===== config.mk =====
export PLATFORM = sky130hd
export DESIGN_NAME = hazard_ctrl_flat
export DESIGN_NICKNAME = d
export VERILOG_FILES = /design/src/rtl/hazard_ctrl_if.sv /design/src/rtl/hazard_ctrl.sv /design/src/flat_wrapper.sv
export SDC_FILE = /design/constraint.sdc
export NUM_CORES = 1
export LEC_CHECK = 0
export BUFFER_PORTS_ARGS = -buffer_cell sky130_fd_sc_hd__buf_2
export CAP_MARGIN = 15
export CORE_ASPECT_RATIO = 0.7
export CORE_MARGIN = 3
export CORE_UTILIZATION = 50
export CTS_CLUSTER_SIZE = 16
export DETAILED_ROUTE_END_ITERATION = 7
export PLACE_DENSITY = 0.76
export SLEW_MARGIN = 0
export SYNTH_ARGS = -nofsm -noshare
export SYNTH_HDL_FRONTEND = slang
export SYNTH_SLANG_ARGS = --single-unit

===== constraint.sdc =====
create_clock -name clk -period 2.4 [get_ports clk]
set_input_delay 0.36 -clock clk [delete_from_list [all_inputs] [get_ports clk]]
set_output_delay 0.36 -clock clk [all_outputs]
set_load 0.005 [all_outputs]

===== src/rtl/hazard_ctrl_if.sv =====
// Hazard-control bundle between the pipeline (master) and hazard_ctrl (slave).
// Carries the ID/EX/MEM hazard sources in and the register holds/flushes out.
interface hazard_ctrl_if;
  logic [4:0] rs1_addr_id;
  logic [4:0] rs2_addr_id;
  logic       rs1_used_id;
  logic       rs2_used_id;
  logic [4:0] rd_addr_ex;
  logic       mem_read_ex;
  logic       branch_taken_ex;
  logic       dmem_req_mem;
  logic       dmem_ready;
  logic       pc_stall;
  logic       if_id_stall;
  logic       id_ex_stall;
  logic       ex_mem_stall;
  logic       if_id_flush;
  logic       id_ex_flush;
  logic       mem_wb_flush;

  modport master (
    output rs1_addr_id, rs2_addr_id, rs1_used_id, rs2_used_id, rd_addr_ex,
           mem_read_ex, branch_taken_ex, dmem_req_mem, dmem_ready,
    input  pc_stall, if_id_stall, id_ex_stall, ex_mem_stall,
           if_id_flush, id_ex_flush, mem_wb_flush
  );

  modport slave (
    input  rs1_addr_id, rs2_addr_id, rs1_used_id, rs2_used_id, rd_addr_ex,
           mem_read_ex, branch_taken_ex, dmem_req_mem, dmem_ready,
    output pc_stall, if_id_stall, id_ex_stall, ex_mem_stall,
           if_id_flush, id_ex_flush, mem_wb_flush
  );
endinterface


===== src/rtl/hazard_ctrl.sv =====
// 5-stage pipeline hazard controller: combinational hold/flush decode (freeze > branch > load-use),
// memory-wait FSM with sticky timeout error, and saturating stall/flush statistics.
module hazard_ctrl #(
  parameter int MEM_TIMEOUT = 255,
  parameter int WAIT_W      = 8,
  parameter int CNT_W       = 16
) (
  input  logic             clk,
  input  logic             rst,
  hazard_ctrl_if.slave     hz,
  output logic             mem_err,
  output logic [CNT_W-1:0] stall_cycles,
  output logic [CNT_W-1:0] flush_events
);

  localparam logic [1:0] ST_RUN      = 2'd0;
  localparam logic [1:0] ST_MEM_WAIT = 2'd1;
  localparam logic [1:0] ST_TIMEOUT  = 2'd2;

  localparam logic [WAIT_W-1:0] WAIT_LIMIT = WAIT_W'(MEM_TIMEOUT);

  logic [1:0]        state_q, state_d;
  logic [WAIT_W-1:0] wait_cnt_q, wait_cnt_d;
  logic              mem_err_q, mem_err_d;
  logic [CNT_W-1:0]  stall_cycles_q, stall_cycles_d;
  logic [CNT_W-1:0]  flush_events_q, flush_events_d;

  logic [1:0] state_dec;
  logic       mem_busy;
  logic       load_use;
  logic       frozen;
  logic       branch_case;
  logic       pc_stall_c, if_id_stall_c, id_ex_stall_c, ex_mem_stall_c;
  logic       if_id_flush_c, id_ex_flush_c, mem_wb_flush_c;

  // The reset cycle decodes as RUN so a reset out of TIMEOUT leaves no residual freeze.
  always_comb begin
    state_dec = rst ? ST_RUN : state_q;
    mem_busy  = hz.dmem_req_mem & ~hz.dmem_ready;
    load_use  = hz.mem_read_ex & (hz.rd_addr_ex != 5'd0) &
                ((hz.rs1_used_id & (hz.rs1_addr_id == hz.rd_addr_ex)) |
                 (hz.rs2_used_id & (hz.rs2_addr_id == hz.rd_addr_ex)));
    frozen    = (state_dec == ST_TIMEOUT) | mem_busy;

    pc_stall_c     = 1'b0;
    if_id_stall_c  = 1'b0;
    id_ex_stall_c  = 1'b0;
    ex_mem_stall_c = 1'b0;
    if_id_flush_c  = 1'b0;
    id_ex_flush_c  = 1'b0;
    mem_wb_flush_c = 1'b0;
    branch_case    = 1'b0;

    if (frozen) begin
      pc_stall_c     = 1'b1;
      if_id_stall_c  = 1'b1;
      id_ex_stall_c  = 1'b1;
      ex_mem_stall_c = 1'b1;
      mem_wb_flush_c = 1'b1;
    end else if (hz.branch_taken_ex) begin
      if_id_flush_c = 1'b1;
      id_ex_flush_c = 1'b1;
      branch_case   = 1'b1;
    end else if (load_use) begin
      pc_stall_c    = 1'b1;
      if_id_stall_c = 1'b1;
      id_ex_flush_c = 1'b1;
    end
  end

  always_comb begin
    state_d        = state_q;
    wait_cnt_d     = wait_cnt_q;
    mem_err_d      = mem_err_q;
    stall_cycles_d = stall_cycles_q;
    flush_events_d = flush_events_q;

    case (state_q)
      ST_RUN: begin
        if (mem_busy) begin
          state_d    = ST_MEM_WAIT;
          wait_cnt_d = WAIT_W'(1);
        end
      end
      ST_MEM_WAIT: begin
        if (mem_busy) begin
          if (wait_cnt_q == WAIT_LIMIT) begin
            state_d   = ST_TIMEOUT;
            mem_err_d = 1'b1;
          end else begin
            wait_cnt_d = wait_cnt_q + 1'b1;
          end
        end else begin
          state_d    = ST_RUN;
          wait_cnt_d = '0;
        end
      end
      ST_TIMEOUT: begin
        state_d = ST_TIMEOUT;
      end
      default: begin
        state_d    = ST_RUN;
        wait_cnt_d = '0;
      end
    endcase

    if (pc_stall_c && (stall_cycles_q != {CNT_W{1'b1}}))
      stall_cycles_d = stall_cycles_q + 1'b1;
    if (branch_case && (flush_events_q != {CNT_W{1'b1}}))
      flush_events_d = flush_events_q + 1'b1;
  end

  always_ff @(posedge clk) begin
    if (rst) begin
      state_q        <= ST_RUN;
      wait_cnt_q     <= '0;
      mem_err_q      <= 1'b0;
      stall_cycles_q <= '0;
      flush_events_q <= '0;
    end else begin
      state_q        <= state_d;
      wait_cnt_q     <= wait_cnt_d;
      mem_err_q      <= mem_err_d;
      stall_cycles_q <= stall_cycles_d;
      flush_events_q <= flush_events_d;
    end
  end

  assign hz.pc_stall     = pc_stall_c;
  assign hz.if_id_stall  = if_id_stall_c;
  assign hz.id_ex_stall  = id_ex_stall_c;
  assign hz.ex_mem_stall = ex_mem_stall_c;
  assign hz.if_id_flush  = if_id_flush_c;
  assign hz.id_ex_flush  = id_ex_flush_c;
  assign hz.mem_wb_flush = mem_wb_flush_c;
  assign mem_err         = mem_err_q;
  assign stall_cycles    = stall_cycles_q;
  assign flush_events    = flush_events_q;

endmodule

===== src/flat_wrapper.sv =====
// flat-port wrapper written by rule: the top's interface ports become plain ports
module hazard_ctrl_flat 
#(
  parameter int MEM_TIMEOUT = 255,
  parameter int WAIT_W      = 8,
  parameter int CNT_W       = 16
)
  (clk, rst, mem_err, stall_cycles, flush_events, hz_rs1_addr_id, hz_rs2_addr_id, hz_rs1_used_id, hz_rs2_used_id, hz_rd_addr_ex, hz_mem_read_ex, hz_branch_taken_ex, hz_dmem_req_mem, hz_dmem_ready, hz_pc_stall, hz_if_id_stall, hz_id_ex_stall, hz_ex_mem_stall, hz_if_id_flush, hz_id_ex_flush, hz_mem_wb_flush);
  hazard_ctrl_if hz_i ();
  input  logic clk;
  input  logic rst;
  output logic mem_err;
  output logic [CNT_W-1:0] stall_cycles;
  output logic [CNT_W-1:0] flush_events;
  input wire logic [$bits(hz_i.rs1_addr_id)-1:0] hz_rs1_addr_id;
  input wire logic [$bits(hz_i.rs2_addr_id)-1:0] hz_rs2_addr_id;
  input wire logic [$bits(hz_i.rs1_used_id)-1:0] hz_rs1_used_id;
  input wire logic [$bits(hz_i.rs2_used_id)-1:0] hz_rs2_used_id;
  input wire logic [$bits(hz_i.rd_addr_ex)-1:0] hz_rd_addr_ex;
  input wire logic [$bits(hz_i.mem_read_ex)-1:0] hz_mem_read_ex;
  input wire logic [$bits(hz_i.branch_taken_ex)-1:0] hz_branch_taken_ex;
  input wire logic [$bits(hz_i.dmem_req_mem)-1:0] hz_dmem_req_mem;
  input wire logic [$bits(hz_i.dmem_ready)-1:0] hz_dmem_ready;
  output wire logic [$bits(hz_i.pc_stall)-1:0] hz_pc_stall;
  output wire logic [$bits(hz_i.if_id_stall)-1:0] hz_if_id_stall;
  output wire logic [$bits(hz_i.id_ex_stall)-1:0] hz_id_ex_stall;
  output wire logic [$bits(hz_i.ex_mem_stall)-1:0] hz_ex_mem_stall;
  output wire logic [$bits(hz_i.if_id_flush)-1:0] hz_if_id_flush;
  output wire logic [$bits(hz_i.id_ex_flush)-1:0] hz_id_ex_flush;
  output wire logic [$bits(hz_i.mem_wb_flush)-1:0] hz_mem_wb_flush;
  assign hz_i.rs1_addr_id = hz_rs1_addr_id;
  assign hz_i.rs2_addr_id = hz_rs2_addr_id;
  assign hz_i.rs1_used_id = hz_rs1_used_id;
  assign hz_i.rs2_used_id = hz_rs2_used_id;
  assign hz_i.rd_addr_ex = hz_rd_addr_ex;
  assign hz_i.mem_read_ex = hz_mem_read_ex;
  assign hz_i.branch_taken_ex = hz_branch_taken_ex;
  assign hz_i.dmem_req_mem = hz_dmem_req_mem;
  assign hz_i.dmem_ready = hz_dmem_ready;
  assign hz_pc_stall = hz_i.pc_stall;
  assign hz_if_id_stall = hz_i.if_id_stall;
  assign hz_id_ex_stall = hz_i.id_ex_stall;
  assign hz_ex_mem_stall = hz_i.ex_mem_stall;
  assign hz_if_id_flush = hz_i.if_id_flush;
  assign hz_id_ex_flush = hz_i.id_ex_flush;
  assign hz_mem_wb_flush = hz_i.mem_wb_flush;
  hazard_ctrl #(.MEM_TIMEOUT(MEM_TIMEOUT), .WAIT_W(WAIT_W), .CNT_W(CNT_W)) u_core (.clk(clk), .rst(rst), .hz(hz_i), .mem_err(mem_err), .stall_cycles(stall_cycles), .flush_events(flush_events));
endmodule

==> results.tsv, run 1 <==
stage	metric	value	unit
outcome	status	finished clean	
grt	grt_pass1_wl	8838	um
floorplan	die_y	63.54	um
sta	clock_skew	0.008741	ns
floorplan	die-area	5604	sq um
sta	finalSetupViolCount	0	
critical_path	path_class	in -> out	
yosys	synth_compound_area_share	13.07	%
worst_hold_path	min_from	u_core.mem_err	
floorplan	start_util	53.09	%
sta	rsz0062_at_grt	false	
finish	final_nets	375	
yosys	synthCells	283	
finish	finalNonFillerCells	405	
grt	antenna_found_initial	0	
sta	max_freq	447.3	MHz
clocking	clk_transition_reported_paths	0.08	ns
yosys	ys_async_sr_fraction	0	%
job	drv_cap	0	
sta	slew_headroom	66.64	%
critical_path	ff2ff_setup_slack	0.32	ns
clocking	clk_path_buf_depth	2	
sta	slew_violations	0	
critical_path	critical_path.slowest_cell	o31a_2	
placement	globalplace.congestion	0.8237	
grt	grt_pass1_vias	1999	
finish	finalInstanceArea	2869	sq um
finish	postLayoutCoreUtil	64.41	%
finish	syn2layout_area_growth	21.32	%
sta	worstMarginPinSlew	0.5004	ns
placement	place_area	2750	sq um
critical_path	path_cells	buf_2 -> xor2_1 -> nor4_1 -> a32oi_1 -> o31a_2 -> inv_1 -> buf_2	
route	drc	0	
pwr	vdd_ir_drop_max	0.2302	mV
route	drt_wl_total	5197	um
critical_path	cp_common_cell	buf_2	
clocking	cts_setup_buffers	0	
floorplan	boundaryPins	63	
placement	place.port_buffers	62	
clocking	cts_inserted_buffers	5	
finish	final-seq-area	860.8	sq um
grt	grt_max_degree	51	
route	drt_iter0_drc	149	
yosys	ys_seq_area_share	36.40	%
critical_path	slowest_delay	0.46	ns
route	drtAntennaViolNets	0	
sta	timing.final.ws_setup	0.1644	ns
yosys	syn_nets	309	
yosys	synthMuxAreaShare	4.180	%
finish	fill_cells	392	
clocking	cts_tree	yes	
sta	hold_slack	0.4845	ns
sta	finalHoldViolCount	0	
floorplan	rows	20	
pwr	power_density	503.0	nW/um^2
grt	grt_use_total	19.41	%
worst_hold_path	min_path_cells	2	
clocking	cts_sinks	43	
yosys	synth_edf_count	0	
placement	post-place-ws	-0.07523	ns
route	vias_per_cell	5.435	
placement	place_hpwl	3844	um
worst_hold_path	whs_endpoint	u_core.mem_err	
worst_hold_path	hold_class	reg -> reg	
critical_path	crit_fanout	14	
yosys	syn_avg_cell_area	8.356	sq um
route	wl_per_cell	12.83	um
clocking	cts_max_level	2	
critical_path	cp_data_arrival_time	1.88	ns
pwr	power	1.443	mW
yosys	synth_seq_cells	43	
route	num_vias	2201	
floorplan	dieWidth	88.20	um
critical_path	crit_start	hz_rd_addr_ex[3]	
finish	multi_input_area	1395	sq um
critical_path	start_kind	input port	
sta	period_needed	2.236	ns
yosys	ys.flop_type	dfxtp_1	
finish	drive_above_1_share	27.14	%
critical_path	required	2.04	ns
critical_path	cp-end-kind	output port	
critical_path	ff2ff_path_depth	7	
critical_path	r2r_start	u_core.stall_cycles[2]	
sta	min_period_over_period	93.15	%
critical_path	rr_endpoint	u_core.stall_cycles[10]	
pwr	p_leak	1.216	nW
yosys	synth_cell_types	49	
clocking	clockRootBuffer	clkbuf_8	
placement	place_inst	397	
floorplan	core	4454	sq um
finish	insertedDiodeCount	0	
yosys	synth_adder_area_share	1.587	%
yosys	netlist_area	2365	sq um
grt	overflow	0	
yosys	yosys_warnings	0	
yosys	synth_top_family_by_area	simple AND/OR/NAND/NOR gates	
yosys	synth-simple-area-share	29.74	%
route	firstDrtPassIters	4	
yosys	yosys.area_share.xor_xnor	10.37	%
clocking	clkLatencyLatePin	0.30	ns
sta	totalNegativeSetupSlack	0	ns
## synth_stat cells (3+ instances only)
library cell  instances  area, sq um
dfxtp_1              43        860.8
nor2_1               41        153.9
xor2_1               22        192.7
nand2_1              21        78.83
nand3_1              15        75.07
a21oi_1              11        55.05
clkbuf_1              9        33.78
nor4_1                8        50.05
inv_1                 7        26.28
nor2b_1               7        43.79
a211oi_1              6        45.04
mux2_2                6        67.56
nand4_1               6        37.54
xnor2_1               6        52.55
and3_1                5        31.28
or4_1                 5        37.54
a31oi_1               4        25.02
o21ai_0               4        20.02
o31ai_1               4        30.03
a41oi_1               3        26.28
and2_1                3        18.77
buf_4                 3        22.52
ha_1                  3        37.54
nand2b_1              3        18.77
nor3_1                3        15.01
or2_2                 3        18.77
## what timing repair did
| action | in CTS | in global routing |
|---|---|---|
| hold buffers | 0 | 0 |
| resized for setup | 1 | 0 |
| endpoints found under the setup margin | 2 | 0 |
## cell type report
class                           count  share of cell area, %
Tap cell                           55                  2.399
Clock inverter                      2                  1.221
Timing Repair Buffer               74                  13.96
Multi-Input combinational cell    218                  48.63
Sequential cell                    43                  30.00
Clock buffer                        6                  2.878
Inverter                            7                 0.9158
## placed cells by master (no fill, tap or decap), drive strengths merged, types with 2 or more instances in the layout
cell type and count:
a211oi 6, a21oi 11, a31oi 4, a41oi 3, and2 4, and3 5
and4 3, buf 74, clkbuf 6, dfxtp 43, ha 3, inv 7
mux2 7, mux2i 2, nand2 21, nand2b 3, nand3 16, nand4 6
nor2 41, nor2b 7, nor3 3, nor3b 2, nor4 9, o211ai 2
o21a 2, o21ai 5, o22a 2, o31ai 4, o32a 2, or2 4
or3 2, or4 5, xnor2 6, xor2 22
## worst max path at each step
stage	slack (ns)	end	cells past startpoint
after global routing	0.01	hz_if_id_stall	7
after floorplan	0.30	u_core.stall_cycles[13]	7
after detailed placement	-0.08	u_core.stall_cycles[3]	8
final	0.16	hz_if_id_stall	7
after CTS	0.16	hz_if_id_stall	7
after global placement	-0.04	u_core.stall_cycles[13]	7
## flip-flops by register name, indices dropped and copies added, names as in the netlist
name / count
u_core.state_q: 2
u_core.mem_err: 1
u_core.stall_cycles: 16
u_core.wait_cnt_q: 8
u_core.flush_events: 16
## power breakdown
part           total (mW)  switching [mW]  internal (mW)
clock               0.588           0.251          0.337
combinational       0.126          0.0685         0.0572
sequential          0.729         0.00905          0.720
## critical path, delay by kind of cell
family / cells / cell delay, ns
compound gates: 2 / 0.62
xor+xnor: 1 / 0.15
buf+inv: 3 / 0.46
simple gates: 1 / 0.27
## metal layers
layer,vias up,share of wire (%),GRT usage [%]
met5,-,0,0
met4,0,0.54,4.906
met2,67,43,29.94
li1,1141,-,-
met1,989,49,26.21
met3,4,7.6,6.013
## cell families (layout without fill, tap and decap cells)
kind of cell / count (synthesis) / count (layout)
fa+ha+maj: 3 / 3
mux: 9 / 9
flops: 43 / 43
compound gates: 45 / 45
xor+xnor: 28 / 28
buf+inv: 22 / 89
simple gates: 133 / 133
Note: power is estimated with default switching activity, not from simulation.
==> inputs of run 2 (changes only) <==
CORE_MARGIN = 4   (was 3)
GPL_ROUTABILITY_DRIVEN = 0   (was default)
==> results.tsv, run 2 (synthesized netlist as in run 1, its figures left out) <==
stage	metric	value	unit	change
route	met2_length	2470	um	+10%
sta	slew_headroom	75.73	%	+9.1 points
clocking	cts_max_level	2		unchanged
finish	final_nets	377		+0.53%
finish	fill_cells	395		+0.77%
critical_path	cp_data_arrival_time	2.40	ns	+0.52 ns
floorplan	rows	20		unchanged
pwr	p_int	1.117	mW	+0.21%
pwr	pwr-share-clk	40.5	%	-0.2 points
clocking	clk_path_buf_depth	2		unchanged
finish	final_common_cell	buf_2		
sta	max_freq	450.1	MHz	+0.63%
critical_path	path_buf_inv	3		unchanged
sta	period_needed	2.222	ns	-0.01399 ns
pwr	vdd_ir_drop_max	0.2882	mV	+25%
finish	finalInstanceArea	2883	sq um	+0.48%
pwr	power_density	500.8	nW/um^2	-0.45%
route	num_vias	2234		+1.5%
clocking	clockRootBuffer	clkbuf_8		
critical_path	required	2.58	ns	+0.54 ns
sta	hold_slack	0.4845	ns	+0.00001000 ns
sta	worstMarginPinSlew	0.3549	ns	-0.1455 ns
finish	syn2layout_area_growth	21.90	%	
clocking	cts_sinks	43		unchanged
route	wl_per_cell	13.58	um	+5.8%
finish	drive_above_1_share	27.27	%	+0.13 points
critical_path	cp_top_family	simple AND/OR/NAND/NOR gates		
sta	totalNegativeSetupSlack	0	ns	unchanged
route	firstDrtPassIters	4		unchanged
grt	grt_max_degree	33		-35%
pwr	switching_share	22.64	%	-0.14 points
critical_path	path_class	in -> reg		
route	drt_wl_total	5526	um	+6.3%
placement	place_hpwl	4037	um	+5.0%
grt	grt_pass1_wl	9342	um	+5.7%
outcome	status	finished clean		
floorplan	die_y	65.54	um	+3.1%
clocking	cts_tree	yes		
worst_hold_path	hold_class	reg -> reg		
critical_path	cp-end-kind	register		
route	vias_per_cell	5.489		+1.0%
clocking	clk_transition_reported_paths	0.08	ns	about the same
job	drv_cap	0		unchanged
pwr	p_leak	1.225	nW	+0.70%
critical_path	critical_path.slowest_cell	mux2_2		
clocking	clkLatencyLatePin	0.30	ns	about the same
route	drc	0		unchanged
critical_path	start_kind	input port		
grt	grt_pass1_vias	2051		+2.6%
floorplan	core	4454	sq um	unchanged
grt	overflow	0		unchanged
pwr	p_comb_share	9.0	%	+0.3 points
route	routed-wl-met3	361	um	-8.8%
finish	final_cell_mix	buf_2, dfxtp_1, nor2_1		
route	drt_iter0_drc	89		-40%
finish	insertedDiodeCount	0		unchanged
floorplan	start_util	53.09	%	unchanged
sta	clock_skew	0.01000	ns	+0.001262 ns
grt	antenna_found_initial	0		unchanged
placement	place_area	2758	sq um	+0.27%
critical_path	path_cells	buf_2 -> xor2_1 -> nor4_1 -> a32oi_1 -> o31a_1 -> buf_4 -> buf_4 -> nor4_1 -> mux2_2		
sta	min_period_over_period	92.57	%	-0.58 points
sta	slew_violations	0		unchanged
floorplan	die-area	5911	sq um	+5.5%
placement	place.port_buffers	62		unchanged
sta	rsz0062_at_grt	false		
sta	finalHoldViolCount	0		unchanged
floorplan	boundaryPins	63		unchanged
route	drt-met1-wl	2645	um	+4.4%
clocking	cts_resized	0		-1
grt	grt_use_total	19.17	%	-0.24 points
sta	finalSetupViolCount	0		unchanged
clocking	cts_inserted_buffers	5		unchanged
pwr	p_switching	326.8	uW	-0.57%
floorplan	dieWidth	90.20	um	+2.3%
pwr	seq_power_share	50.6	%	about the same
critical_path	crit_fanout	9		-5
critical_path	slowest_delay	0.37	ns	-0.09 ns
route	drtAntennaViolNets	0		unchanged
route	highest_layer	met4		
-- run 2: cell count changes in the layout (fill, tap and decap cells not counted) --
| cell | change |
|---|---|
| buf_4 | +2 |
| o31a_1 | +1 |
| o31a_2 | -1 |
-- run 2: final cells by class --
type	count	area, sq um	share of cell area (%)
Timing Repair Buffer	76	415.4	14.41
Tap cell	55	68.82	2.387
Clock inverter	2	35.03	1.215
Clock buffer	6	82.58	2.865
Sequential cell	43	860.8	29.86
Multi-Input combinational cell	218	1394	48.35
Inverter	7	26.28	0.9115
-- run 2: stage by stage --
step,power (mW),setup slack [ns],instances,util [%]
2_1_floorplan,0.8188,0.2965,283,-
3_3_place_gp,0.8714,-0.04520,398,61.91
3_5_place_dp,0.8744,-0.08878,398,61.91
4_1_cts,1.456,0.1809,407,64.72
5_1_grt,1.508,0.02505,407,64.72
6_report,1.444,0.1784,407,64.72
-- run 2: timing repair --
action,4_1_cts,5_1_grt
endpoints found under the hold margin,0,0
hold buffers,0,0
setup buffers,1,0
endpoints found under the setup margin,2,0
-- run 2: power by group through the flow --
| stage | registers [mW] | clock network (mW) | logic [mW] |
|---|---|---|---|
| floorplan | 0.746 | 0 | 0.0729 |
| global placement | 0.746 | 0 | 0.125 |
| detailed placement | 0.747 | 0 | 0.128 |
| CTS | 0.730 | 0.596 | 0.130 |
| global route | 0.731 | 0.633 | 0.144 |
| finish | 0.730 | 0.584 | 0.130 |
-- run 2: worst paths after layout --
kind / start / slack, ns / cells past startpoint / endpoint
max reg2reg: u_core.stall_cycles[2] / 0.27 / 7 / u_core.stall_cycles[7]
min reg2reg: u_core.mem_err / 0.48 / 2 / u_core.mem_err
min: u_core.mem_err / 0.48 / 2 / u_core.mem_err
max: hz_rd_addr_ex[3] / 0.18 / 9 / u_core.stall_cycles[7]
-- run 2: layer usage --
metal | track usage [%] | vias to the layer above
li1 | - | 1143
met1 | 24.19 | 1032
met2 | 31.63 | 55
met3 | 6.064 | 4
met4 | 5.725 | 0
met5 | 0 | -
-- run 2: worst min-delay path: cells and delay by family, from the launching register on --
kind,cells,cell delay (ns)
compound gates,1,0.05
flops,1,0.34
simple gates,1,0.07
